### config.mk
export PLATFORM = sky130hd
export DESIGN_NAME = breath_sequencer
export DESIGN_NICKNAME = d
export VERILOG_FILES = /design/src/rtl/breath_defs.sv /design/src/rtl/breath_sequencer_pwm_gen.sv /design/src/rtl/breath_sequencer.sv
export SDC_FILE = /design/constraint.sdc
export NUM_CORES = 1
export LEC_CHECK = 0
export ABC_AREA = 1
export CORE_ASPECT_RATIO = 0.6
export CORE_MARGIN = 2
export CORE_UTILIZATION = 61
export CTS_CLUSTER_DIAMETER = 30
export DETAILED_ROUTE_END_ITERATION = 6
export PLACE_DENSITY = 0.91
export SYNTH_ARGS = -nofsm -noshare
export SYNTH_HDL_FRONTEND = slang
export SYNTH_SLANG_ARGS = --single-unit
### constraint.sdc
create_clock -name clk -period 6.5 [get_ports clk]
set_clock_uncertainty 0.15 [all_clocks]
set_input_delay 1.3 -clock clk [delete_from_list [all_inputs] [get_ports clk]]
set_output_delay 1.3 -clock clk [all_outputs]
set_load 0.02 [all_outputs]
### src/rtl/breath_defs.sv
// breath_defs: phase encodings and width defaults
// shared by the breathing-light sequencer and its bench.
package breath_defs;

  localparam int DUTY_W_DEF = 8;

  localparam logic [2:0] ST_IDLE    = 3'd0;
  localparam logic [2:0] ST_RISE    = 3'd1;
  localparam logic [2:0] ST_HOLD_HI = 3'd2;
  localparam logic [2:0] ST_FALL    = 3'd3;
  localparam logic [2:0] ST_HOLD_LO = 3'd4;

endpackage

### src/rtl/breath_sequencer_pwm_gen.sv
// pwm_gen: free-running PWM with a duty value that is
// only taken at period boundaries, registered output.
module pwm_gen
  import breath_defs::*;
#(
  parameter int DUTY_W = DUTY_W_DEF
) (
  input  logic              clk,
  input  logic              rst,
  input  logic [DUTY_W-1:0] duty,
  output logic              light
);

  localparam logic [DUTY_W-1:0] CMAX = '1;

  logic [DUTY_W-1:0] pwm_cnt;
  logic [DUTY_W-1:0] duty_active;

  // period counter, boundary-aligned duty latch, compare
  always_ff @(posedge clk) begin
    if (rst) begin
      pwm_cnt     <= '0;
      duty_active <= '0;
      light       <= 1'b0;
    end else begin
      pwm_cnt <= pwm_cnt + DUTY_W'(1);
      if (pwm_cnt == CMAX)
        duty_active <= duty;
      light <= (pwm_cnt < duty_active);
    end
  end

endmodule

### src/rtl/breath_sequencer.sv
// breath_sequencer: four-phase fade profile with
// prescaled step ticks, graceful fade-out and PWM drive.
module breath_sequencer
  import breath_defs::*;
#(
  parameter int PRESCALE   = 50000,
  parameter int HOLD_STEPS = 64,
  parameter int DUTY_W     = DUTY_W_DEF
) (
  input  logic              clk,
  input  logic              rst,
  input  logic              en,
  input  logic [1:0]        speed,
  input  logic              freeze,
  output logic              light,
  output logic [DUTY_W-1:0] duty,
  output logic [2:0]        phase,
  output logic              cycle_done
);

  localparam int PW = $clog2(PRESCALE * 8 + 1);
  localparam int HW =
    (HOLD_STEPS > 1) ? $clog2(HOLD_STEPS) : 1;

  localparam logic [DUTY_W-1:0] DMAX = '1;
  localparam logic [DUTY_W-1:0] DPRE =
    DMAX - DUTY_W'(1);
  localparam logic [HW-1:0] HLAST =
    HW'(HOLD_STEPS - 1);

  logic [PW-1:0] pcnt;
  logic [PW-1:0] plast;
  logic [HW-1:0] hold_cnt;
  logic          tick;

  // >= rather than == so a speed cut never waits for a wrap
  assign plast = (PW'(PRESCALE) << speed) - PW'(1);
  assign tick  = (phase != ST_IDLE) && !freeze &&
                 (pcnt >= plast);

  // step prescaler, idle-cleared, held while frozen
  always_ff @(posedge clk) begin
    if (rst || phase == ST_IDLE)
      pcnt <= '0;
    else if (tick)
      pcnt <= '0;
    else if (!freeze)
      pcnt <= pcnt + PW'(1);
  end

  // phase sequencing and duty profile
  always_ff @(posedge clk) begin
    if (rst) begin
      phase      <= ST_IDLE;
      duty       <= '0;
      hold_cnt   <= '0;
      cycle_done <= 1'b0;
    end else begin
      cycle_done <= 1'b0;
      unique case (phase)
        ST_IDLE: begin
          if (en)
            phase <= ST_RISE;
        end
        ST_RISE: begin
          if (!en)
            phase <= ST_FALL;
          else if (tick) begin
            duty <= duty + DUTY_W'(1);
            if (duty == DPRE) begin
              phase    <= ST_HOLD_HI;
              hold_cnt <= '0;
            end
          end
        end
        ST_HOLD_HI: begin
          if (!en)
            phase <= ST_FALL;
          else if (tick) begin
            if (hold_cnt == HLAST)
              phase <= ST_FALL;
            else
              hold_cnt <= hold_cnt + HW'(1);
          end
        end
        ST_FALL: begin
          // <= 1 also covers a fade-out begun at duty 0
          if (tick) begin
            if (duty <= DUTY_W'(1)) begin
              duty     <= '0;
              hold_cnt <= '0;
              phase    <= en ? ST_HOLD_LO : ST_IDLE;
            end else
              duty <= duty - DUTY_W'(1);
          end
        end
        ST_HOLD_LO: begin
          if (!en)
            phase <= ST_IDLE;
          else if (tick) begin
            if (hold_cnt == HLAST) begin
              phase      <= ST_RISE;
              cycle_done <= 1'b1;
            end else
              hold_cnt <= hold_cnt + HW'(1);
          end
        end
        default: begin
          phase <= ST_IDLE;
          duty  <= '0;
        end
      endcase
    end
  end

  pwm_gen #(
    .DUTY_W(DUTY_W)
  ) u_pwm (
    .clk  (clk),
    .rst  (rst),
    .duty (duty),
    .light(light)
  );

endmodule

==> flow_metrics.tcl <==
set metrics [dict create \
    place_ws_ps 2050 \
    synth_flop_cell "dfxtp_1" \
    slew_violations 0 \
    ctsHoldBuffers 0 \
    path_clk_slew_ps 100 \
    rrSetupSlack_ps 3930 \
    cts.sinks 54 \
    wl_met3_um 494 \
    power_density_nw_per_um2 335 \
    grt_pass1_wl_um 13800 \
    required_ps 6570 \
    first_iter_violations 223 \
    io_pins 19 \
    grt_pass1_vias 3099 \
    postRouteWirelength_um 7980 \
    vias_per_cell 5.53 \
    dpl.hpwl_um 5990 \
    die_h_um 63.0 \
    synth-async-reset-ratio_pct 0 \
    worst_slew_margin_rel_pct 41.6 \
    syn_area_um2 3540 \
    num_rows 21 \
    finalPower_uw 1290 \
    place_congestion 0.926 \
    whs_path_depth 2 \
    clk_latency_ps 320 \
    die_w_um 102 \
    yosys.area.top_type "dfxtp_1" \
    initial_utilization_pct 63.3 \
    critPathMaxFanout 7 \
    setup_tns_ps 0 \
    fin_nets 545 \
    worstHoldPathType "reg -> reg" \
    vias 3230 \
    min-delay-start "u_pwm.duty_active[0]" \
    wl_per_cell_um 13.7 \
    r2r-end "pcnt[16]" \
    synth_warnings 0 \
    cts_resized 0 \
    setup_viol 0 \
    syn2layout_area_growth_pct 9.21 \
    clockBufferDepth 2 \
    timing.hold.ws_ps 311 \
    rr_worst_depth 11 \
    yosysUniqueCellTypes 44 \
    wl_met1_um 3970 \
    die-area_um2 6460 \
    syn-num-nets 528 \
    syn_inst 486 \
    final-hold-violation-count 0 \
    postSynthAreaPerCell_um2 7.29 \
    grt_max_degree 32 \
    fmax_mhz 239 \
    critPathKind "in -> reg" \
    drc_errors 0 \
    crit_start "speed[1]" \
    seq_area_frac_synth_pct 30.5 \
    core_um2 5600 \
    mostFrequentLayoutCells "nand2_1, nor2_1, inv_1" \
    rsz0062_at_grt "no" \
    io_buffer_count 18 \
    synth-edff-count 0 \
    outcome "finished, final reports clean" \
    dr.pass1.iters 5 \
    drtAntennaViolNets 0 \
    diodes 0 \
    yosys.area.top_type_share_pct 30.5 \
    place_inst 576 \
    antenna_found_initial 0 \
    worstReg2RegStart "pcnt[10]" \
    p_leak_uw 0.00165 \
    max_cap_violations 0 \
    stdcell_count 584 \
    cts_tree "built" \
    cp-end-kind "register" \
    setup_slack_ps 2310 \
    arrival_ps 4260 \
    cts_root_buf "clkbuf_8" \
    final_common_cell "nand2_1" \
    overflow 0 \
    postSynthRegisterBits 54 \
    min_period_ps 4190 \
    grt.total_usage_pct 26.8 \
    post_cts_buffers 0 \
    ir_drop_uv 309 \
    routed.top_layer "met4" \
    fin_crit_sh_pct 64.4 \
    ys_top_cells_by_area "dfxtp_1, ha_1, nand2_1, nor2_1, inv_1" \
    met2_length_um 3360 \
    drive_gt1_share_pct 10.1 \
    startpoint_type "input pin" \
    numCtsBuffers 5 \
    whs_endpoint "u_pwm.duty_active[0]" \
    tightest_slew_ps 875 \
    htreeDepth 2 \
]
-- power by group --
part | total (µW) | internal, µW | switching [µW]
clock network | 208 | 88.0 | 120
registers | 450 | 373 | 76.7
logic | 638 | 234 | 404
-- worst max-delay path: stages --
cell and delay [ps]:
clkdlybuf4s50_1 560, inv_1 180, ha_1 340, inv_1 60
ha_1 300, nand2_1 90, nor2_1 240, nand3_1 120
nor2_1 130, nor2_1 70, nand3_2 130, nand2_4 90
a21oi_2 360, nand3_1 140, nand2_1 100, nor2_1 60
-- cells in the mapped netlist (5+ instances only) --
| cell type | count |
|---|---|
| dfxtp_1 | 54 |
| nand3_1 | 28 |
| nand2_1 | 77 |
| xor2_1 | 16 |
| inv_2 | 7 |
| nor3_1 | 11 |
| o21ai_0 | 23 |
| nand4_1 | 5 |
| inv_1 | 60 |
| ha_1 | 36 |
| nand2_2 | 5 |
| nor2_1 | 62 |
| nand3_2 | 5 |
| nor2_2 | 7 |
| a21oi_1 | 37 |
-- final cells by class --
type,count,area (µm²)
flip-flops and latches,54,1080
inverters,68,258
well taps,80,100
clock buffers,6,82.6
clock inverters,2,17.5
multi-input cells,356,2150
fillers,451,1730
repair buffers,18,180
-- per-layer routing --
| layer | global-route usage (%) | vias up |
|---|---|---|
| li1 | - | 1620 |
| met1 | 38.7 | 1478 |
| met2 | 39.5 | 114 |
| met3 | 5.15 | 18 |
| met4 | 9.33 | 0 |
| met5 | 2.56 | - |
-- through the flow --
stage	cell area [µm²]	utilization, %
floorplan	3540	-
global placement	3770	67.4
detailed placement	3770	67.4
CTS	3870	69.2
global route	3870	69.2
finish	3870	69.2
-- registers in the layout, summed over array words and instances, names as in the netlist --
register,count
cycle_done,1
duty,8
hold_cnt,6
pcnt,19
phase,3
u_pwm.duty_active,8
u_pwm.light,1
u_pwm.pwm_cnt,8
-- cell families after synthesis --
kind of cell               after synthesis  share of synthesized area, %
xor gates and xnor gates                19                          4.69
DFF                                     54                          30.5
buffers and inverters                   76                          8.79
other                                    1                         0.106
AOI/OAI and AO/OA                       78                          12.0
and+or+nand+nor                        222                          31.2
adders and majority gates               36                          12.7
-- how the worst max path moves through the flow --
stage                  endpoint  slack, ps
detailed placement     pcnt[16]       2050
global route           pcnt[16]       2130
floorplan               duty[4]       3150
finish              hold_cnt[0]       2310
CTS                    pcnt[16]       2390
global placement       pcnt[16]       2320
No activity file was read; power rests on OpenSTA's default activity.
